File: src/rtl/ram_port_arbiter.sv
// Two-requester arbiter/sequencer in front of a synchronous single-port RAM, with lock for atomic RMW.
// Define RAM_ARB_RR_EN for round-robin contention; otherwise requester 0 has fixed priority.
module ram_port_arbiter #(
    parameter int DATA_WIDTH = 8,
    parameter int ADDR_WIDTH = 4
) (
    input  logic                  i_clk,
    input  logic                  i_rst,
    input  logic [1:0]            i_req_valid,
    output logic [1:0]            o_req_ready,
    input  logic [1:0]            i_req_we,
    input  logic [1:0]            i_req_lock,
    input  logic [ADDR_WIDTH-1:0] i_req_addr0,
    input  logic [ADDR_WIDTH-1:0] i_req_addr1,
    input  logic [DATA_WIDTH-1:0] i_req_wdata0,
    input  logic [DATA_WIDTH-1:0] i_req_wdata1,
    output logic [1:0]            o_rsp_valid,
    output logic [DATA_WIDTH-1:0] o_rsp_rdata,
    output logic [ADDR_WIDTH-1:0] o_ram_addr,
    output logic [DATA_WIDTH-1:0] o_ram_din,
    output logic                  o_ram_we,
    input  logic [DATA_WIDTH-1:0] i_ram_dout
);

    typedef enum logic [1:0] {
        IDLE = 2'd0,
        OWN0 = 2'd1,
        OWN1 = 2'd2
    } lock_state_t;

    lock_state_t r_state;
    logic [1:0]  r_rsp_valid;
    logic [1:0]  w_grant;
    logic        w_prefer1;

`ifdef RAM_ARB_RR_EN
    logic r_last_grant;

    // Reset value 1 makes requester 0 the favoured one; frozen while a lock is held.
    always_ff @(posedge i_clk) begin
        if (i_rst) begin
            r_last_grant <= 1'b1;
        end else if (r_state == IDLE && |w_grant) begin
            r_last_grant <= w_grant[1];
        end
    end

    assign w_prefer1 = ~r_last_grant;
`else
    assign w_prefer1 = 1'b0;
`endif

    // NOTE: every variable written here gets a default first so no latch is inferred.
    always_comb begin
        w_grant = 2'b00;
        if (!i_rst) begin
            case (r_state)
                OWN0:    w_grant[0] = i_req_valid[0];
                OWN1:    w_grant[1] = i_req_valid[1];
                default: begin
                    if (&i_req_valid) begin
                        w_grant = w_prefer1 ? 2'b10 : 2'b01;
                    end else begin
                        w_grant = i_req_valid;
                    end
                end
            endcase
        end
    end

    assign o_req_ready = w_grant;
    assign o_ram_we    = |(w_grant & i_req_we);
    assign o_ram_addr  = w_grant[1] ? i_req_addr1  : i_req_addr0;
    assign o_ram_din   = w_grant[1] ? i_req_wdata1 : i_req_wdata0;

    // NOTE: sequential state uses non-blocking assignments only.
    always_ff @(posedge i_clk) begin
        if (i_rst) begin
            r_state     <= IDLE;
            r_rsp_valid <= 2'b00;
        end else begin
            r_rsp_valid <= w_grant & ~i_req_we;
            if (w_grant[0]) begin
                r_state <= i_req_lock[0] ? OWN0 : IDLE;
            end else if (w_grant[1]) begin
                r_state <= i_req_lock[1] ? OWN1 : IDLE;
            end
        end
    end

    // Gating by reset drops a read response that would land while reset is asserted.
    assign o_rsp_valid = i_rst ? 2'b00 : r_rsp_valid;
    assign o_rsp_rdata = i_ram_dout;

endmodule
File: config.mk
export PLATFORM = sky130hd
export DESIGN_NAME = ram_port_arbiter
export DESIGN_NICKNAME = d
export VERILOG_FILES = /design/src/rtl/ram_port_arbiter.sv
export SDC_FILE = /design/constraint.sdc
export NUM_CORES = 1
export LEC_CHECK = 0
export ABC_AREA = 1
export BUFFER_PORTS_ARGS = -buffer_cell sky130_fd_sc_hd__buf_2
export CAP_MARGIN = 25
export CORE_MARGIN = 2
export CORE_UTILIZATION = 27
export DETAILED_ROUTE_END_ITERATION = 16
export PLACE_DENSITY = 0.74
export SLEW_MARGIN = 25
export SYNTH_ARGS = -nofsm -noshare
export SYNTH_HDL_FRONTEND = slang
export SYNTH_SLANG_ARGS = --single-unit
File: constraint.sdc
create_clock -name i_clk -period 1.2 [get_ports i_clk]
set_input_delay 0.06 -clock i_clk [delete_from_list [all_inputs] [get_ports i_clk]]
set_output_delay 0.06 -clock i_clk [all_outputs]
set_load 0.02 [all_outputs]
==> flow_summary.json, run 1 <==
{
  "outcome": "complete, but fails checks",
  "violations": "negative setup slack",
  "critical_path_arrival_ns": 1.59,
  "grt_max_degree": 15,
  "end_kind": "output port",
  "drc_errors": 0,
  "clk_pin_slew_ns": 0.04,
  "drt_first_iter_violations": 5,
  "tightest_slew_ns": 0.1656,
  "rows": 15,
  "rsz0062_at_grt": "yes",
  "gp_congestion": 0.8296,
  "cts.sinks": 4,
  "slowest_delay_ns": 0.33,
  "utilization": 0.6601,
  "vias": 700,
  "synth.area.top_cells": "nand2_1 (38%), dfxtp_1 (17%), buf_4 (13%)",
  "antenna_found_initial": 0,
  "place_inst": 157,
  "die-width_um": 46.19,
  "ios": 65,
  "start_util": 0.2813,
  "numPortBuffers": 48,
  "cts_buffers": 3,
  "overflow": 0,
  "ff2ff_path_depth": 10,
  "critPathLaunchType": "register",
  "setup_viol": 18,
  "synth_top_area_share": 0.3828,
  "layout-drive-gt1-share": 0.7606,
  "whs_path_depth": 3,
  "clockRootBuffer": "clkbuf_4",
  "wirelength_um": 1779,
  "fill_cells": 136,
  "drv_cap": 0,
  "fin_crit_sh": 1.376,
  "dieArea_um2": 2133,
  "critical_path_required_ns": 1.14,
  "n_antenna_cell": 0,
  "dr.pass1.iters": 2,
  "clock_latency_ns": 0.26,
  "yosysWarningCount": 0,
  "dp.final_hpwl_um": 1200,
  "htree_levels": 1,
  "grt_pass1_vias": 579,
  "ys_seq_area_frac": 0.1667,
  "clockBufferDepth": 2,
  "skew_ns": 0.01184,
  "wire_per_inst_um": 10.65,
  "crit_chain": "inv_2 -> ha_4 -> inv_2 -> nand2_2 -> nand3_4 -> buf_8 -> nand2_2 -> nand2_4 -> buf_2",
  "powerDensity_nw_per_um2": 769.8,
  "slew_viol_final": 0,
  "dp_slack_ns": -0.1825,
  "fin_nets": 186,
  "tritoncts": "built",
  "syn_nets": 132,
  "cp_max_fo": 5,
  "hp-class": "in -> reg",
  "fmax_mhz": 605.7,
  "peakVddDrop_uv": 374.2,
  "grt_first_pass_wirelength_um": 2201,
  "viasPerCell": 4.192,
  "area_growth_pct": 134.6,
  "final_antenna_net_count": 0,
  "yosysTopAreaCell": "nand2_1",
  "syn-cell-area_um2": 480.5,
  "timing.final.ws_setup_ns": -0.4511,
  "final_hold_viol_count": 0,
  "grtUsageTotal": 0.1425,
  "syn_avg_cell_area_um2": 5.338,
  "die_h_um": 46.19,
  "layout_min_cycle_time_ns": 1.651,
  "fin_cells": 167,
  "slew_headroom": 0.8896,
  "leakage_nw": 0.6031,
  "path_class": "reg -> out",
  "core_area_um2": 1708,
  "synthCells": 90,
  "ys_ff_latch": 4,
  "synth.distinct_cells": 12,
  "slowest_stage": "dfxtp_2"
}
-- area by class of cell --
| type | count | area, µm² | share of cell area |
|---|---|---|---|
| Tap cell | 25 | 31.28 | 0.02775 |
| Timing Repair Buffer | 59 | 440.4 | 0.3907 |
| Multi-Input combinational cell | 64 | 491.7 | 0.4362 |
| Inverter | 12 | 60.06 | 0.05327 |
| Sequential cell | 4 | 81.33 | 0.07214 |
| Clock buffer | 3 | 22.52 | 0.01998 |
-- per-layer routing --
metal	up-vias	track usage	wire [µm]
met5	-	0	0
met4	0	0.06857	22
met3	3	0.03922	179
met2	45	0.2417	941
met1	295	0.1624	635
li1	357	-	-
-- cells in the mapped netlist (all sizes together) --
library cell	count
nand3	3
nand2	49
ha	2
nor2	10
dfxtp	4
buf	10
inv	12
-- registers in the layout (all words and copies together) (netlist names) --
name,cells
r_rsp_valid,2
r_state,2
-- cells by family after synthesis --
group / after synthesis / synth area share
fa+ha+maj: 2 / 0.05208
buf+inv: 22 / 0.2578
flops: 4 / 0.1667
simple gates: 62 / 0.5235
-- worst max-delay path: cells and delay by family (launching register included) --
kind          cells  cell delay, ns
flops             1            0.33
fa+ha+maj         1            0.27
simple gates      4            0.33
buf+inv           4            0.42
-- what timing repair did --
action / CTS / global route
buffers inserted: 0 / 4
pin swaps: 0 / 7
setup endpoints to repair: 17 / 19
gates resized for setup: 7 / 54
hold endpoints to repair: 2 / 0
cloned: 0 / 1
hold buffers: 2 / 0
-- where the power goes --
part | total, W | leakage (nW) | switching (W) | internal [W]
clock network | 0.000188 | 0.0138 | 0.0000748 | 0.000113
registers | 0.000148 | 0.0331 | 0.00000493 | 0.000143
logic | 0.000532 | 0.556 | 0.000276 | 0.000256
-- worst paths after layout --
kind / startpoint / to / slack, ns
max reg2reg: r_state[0] / r_state[1] / -0.19
min reg2reg: r_state[1] / r_state[1] / 0.61
min: i_req_lock[0] / r_state[0] / 0.03
max: r_state[0] / o_ram_addr[2] / -0.45
-- per-stage QoR --
stage          TNS (ns)  total power, W  instance area, µm²  hold slack, ns
4_1_cts          -6.140       0.0007351               888.4         0.02584
2_1_floorplan   -0.6356       0.0004363               610.6          0.1324
6_report         -6.609       0.0008678                1127         0.03262
3_5_place_dp     -2.438       0.0005226               827.0          0.1201
5_1_grt          -7.854       0.0009193                1127         0.04170
3_3_place_gp     -1.982       0.0005179               827.0          0.1201
-- layout by cell type (no fill, tap or decap), types with 2 or more instances in the layout --
cell type / instances
nand2_4: 20
nor2_2: 2
buf_4: 7
nand2_2: 18
dfxtp_1: 3
buf_2: 34
dlygate4sd3_1: 2
clkbuf_4: 3
inv_1: 8
buf_6: 14
nor2_1: 8
inv_2: 2
nand2_1: 11
(Power assumes the default switching activity.)
==> run 2: changes to the inputs <==
--- a/config.mk
+++ b/config.mk
@@ -9,9 +9,10 @@
 export BUFFER_PORTS_ARGS = -buffer_cell sky130_fd_sc_hd__buf_2
 export CAP_MARGIN = 25
 export CORE_MARGIN = 2
-export CORE_UTILIZATION = 27
+export CORE_UTILIZATION = 30
 export DETAILED_ROUTE_END_ITERATION = 16
-export PLACE_DENSITY = 0.74
+export PLACE_DENSITY = 0.78
+export SETUP_SLACK_MARGIN = 0.2
 export SLEW_MARGIN = 25
 export SYNTH_ARGS = -nofsm -noshare
 export SYNTH_HDL_FRONTEND = slang
==> constraint.sdc (replaced) <==
create_clock -name i_clk -period 1.55 [get_ports i_clk]
set_input_delay 0.0775 -clock i_clk [delete_from_list [all_inputs] [get_ports i_clk]]
set_output_delay 0.0775 -clock i_clk [all_outputs]
set_load 0.02 [all_outputs]
==> flow_summary.json, run 2 (synthesized netlist as in run 1, its figures left out) <==
{
  "p_total_w": 0.0006199,
  "drc_errors": 0,
  "skew_ns": 0.005770,
  "rows": 14,
  "clock_latency_ns": 0.23,
  "dp_slack_ns": 0.03538,
  "grtUsageTotal": 0.1786,
  "rsz0062_at_grt": "yes",
  "cts_buffers": 3,
  "fmax_mhz": 605.9,
  "setup_tns_ns": -1.070,
  "slew_headroom": 0.8876,
  "core_area_um2": 1506,
  "dr.pass1.iters": 4,
  "antenna_found_initial": 0,
  "htree_levels": 1,
  "fin_nets": 182,
  "final_antenna_net_count": 0,
  "ios": 65,
  "reg_top3": "r_rsp_valid x2, r_state x2",
  "dp.final_hpwl_um": 1172,
  "hp-class": "in -> reg",
  "gp_congestion": 0.8031,
  "leakage_nw": 0.5486,
  "drt_first_iter_violations": 6,
  "peakVddDrop_uv": 387.9,
  "die-width_um": 44.02,
  "final_cell_area_um2": 975.9,
  "path_class": "reg -> out",
  "start_util": 0.3189,
  "critPathLaunchType": "register",
  "final_common_cell": "buf_2",
  "holdCritStartpoint": "i_req_we[0]",
  "clockBufferDepth": 2,
  "dieArea_um2": 1938,
  "cts.sinks": 4,
  "critical_path_arrival_ns": 1.57,
  "tightest_slew_ns": 0.1687,
  "clk_pin_slew_ns": 0.03,
  "numPortBuffers": 48,
  "violations": "negative setup slack",
  "end_kind": "output port",
  "r2r-start": "r_state[0]",
  "grt_pass1_vias": 684,
  "layout-drive-gt1-share": 0.7174,
  "slew_viol_final": 0,
  "vias": 691,
  "outcome": "complete, but fails checks",
  "final_hold_viol_count": 0,
  "tritoncts": "built",
  "cp_max_fo": 7,
  "viasPerCell": 4.487,
  "timing.final.ws_setup_ns": -0.1003,
  "fin_cells": 154,
  "wirelength_um": 1877,
  "n_antenna_cell": 0,
  "grt_max_degree": 8,
  "fill_cells": 136,
  "clockRootBuffer": "clkbuf_4",
  "wire_per_inst_um": 12.19,
  "drv_cap": 0,
  "final_cell_mix": "buf_2 (33), nand2_2 (26), nand2_1 (18)",
  "powerDensity_nw_per_um2": 635.2,
  "placed_area_um2": 709.4,
  "grt_first_pass_wirelength_um": 2539,
  "overflow": 0,
  "fin_crit_sh": 1.065,
  "area_growth_pct": 103.1,
  "cp-startpoint": "r_state[0]",
  "place_inst": 145,
  "setup_viol": 13,
  "critical_path_required_ns": 1.47,
  "die_h_um": 44.02,
  "layout_min_cycle_time_ns": 1.650
}
run 2: path summary, 6_finish.rpt:
path / end / slack (ns) / cells after the start
setup / recovery: o_ram_din[3] / -0.10 / 9
hold reg to reg: r_state[1] / 0.59 / 4
hold / removal: r_rsp_valid[0] / 0.02 / 2
setup reg to reg: r_state[1] / 0.12 / 10
run 2: power breakdown:
part	internal (W)	total (W)	leakage [nW]	switching, W
combinational	0.000178	0.000378	0.502	0.000199
sequential	0.000111	0.000115	0.0331	0.00000375
clock	0.0000865	0.000128	0.0138	0.0000412
total	0.000376	0.000620	0.549	0.000244
run 2: area by class of cell:
class                   count  area (µm²)  share of cell area
flip-flops and latches      4       81.33             0.08333
clock buffers               3       22.52             0.02308
repair buffers             54       399.1              0.4090
multi-input cells          64       396.6              0.4064
well taps                  16       20.02             0.02051
inverters                  12       50.05             0.05128
repair inverters            1       6.256            0.006410
run 2: repair_timing:
| action | 4_1_cts | 5_1_grt |
|---|---|---|
| hold buffers | 0 | 0 |
| pin swaps | 7 | 8 |
| buffers inserted | 4 | 1 |
| gates cloned | 1 | 0 |
| endpoints found under the setup margin | 17 | 17 |
| gates resized for setup | 49 | 16 |
run 2: critical path: stages, from the launching register on:
cell and delay (ns):
dfxtp_2 0.33, inv_2 0.05, ha_4 0.27, inv_2 0.04, nand2_2 0.07, nand3_4 0.16
buf_12 0.19, nand2_2 0.06, nand2_2 0.05, buf_6 0.12
run 2: stage by stage:
step | util | hold slack (ns)
floorplan | - | 0.1499
global placement | 0.4709 | 0.1551
detailed placement | 0.4709 | 0.1551
global route | 0.6478 | 0.02246
finish | 0.6478 | 0.01959
CTS | 0.6088 | 0.01360
run 2: layer usage:
layer | GRT usage | vias up | share of wire
met4 | 0.1333 | 0 | 0.048
met1 | 0.1667 | 294 | 0.34
met3 | 0.01633 | 14 | 0.058
met2 | 0.3500 | 32 | 0.56
met5 | 0 | - | 0
li1 | - | 351 | -
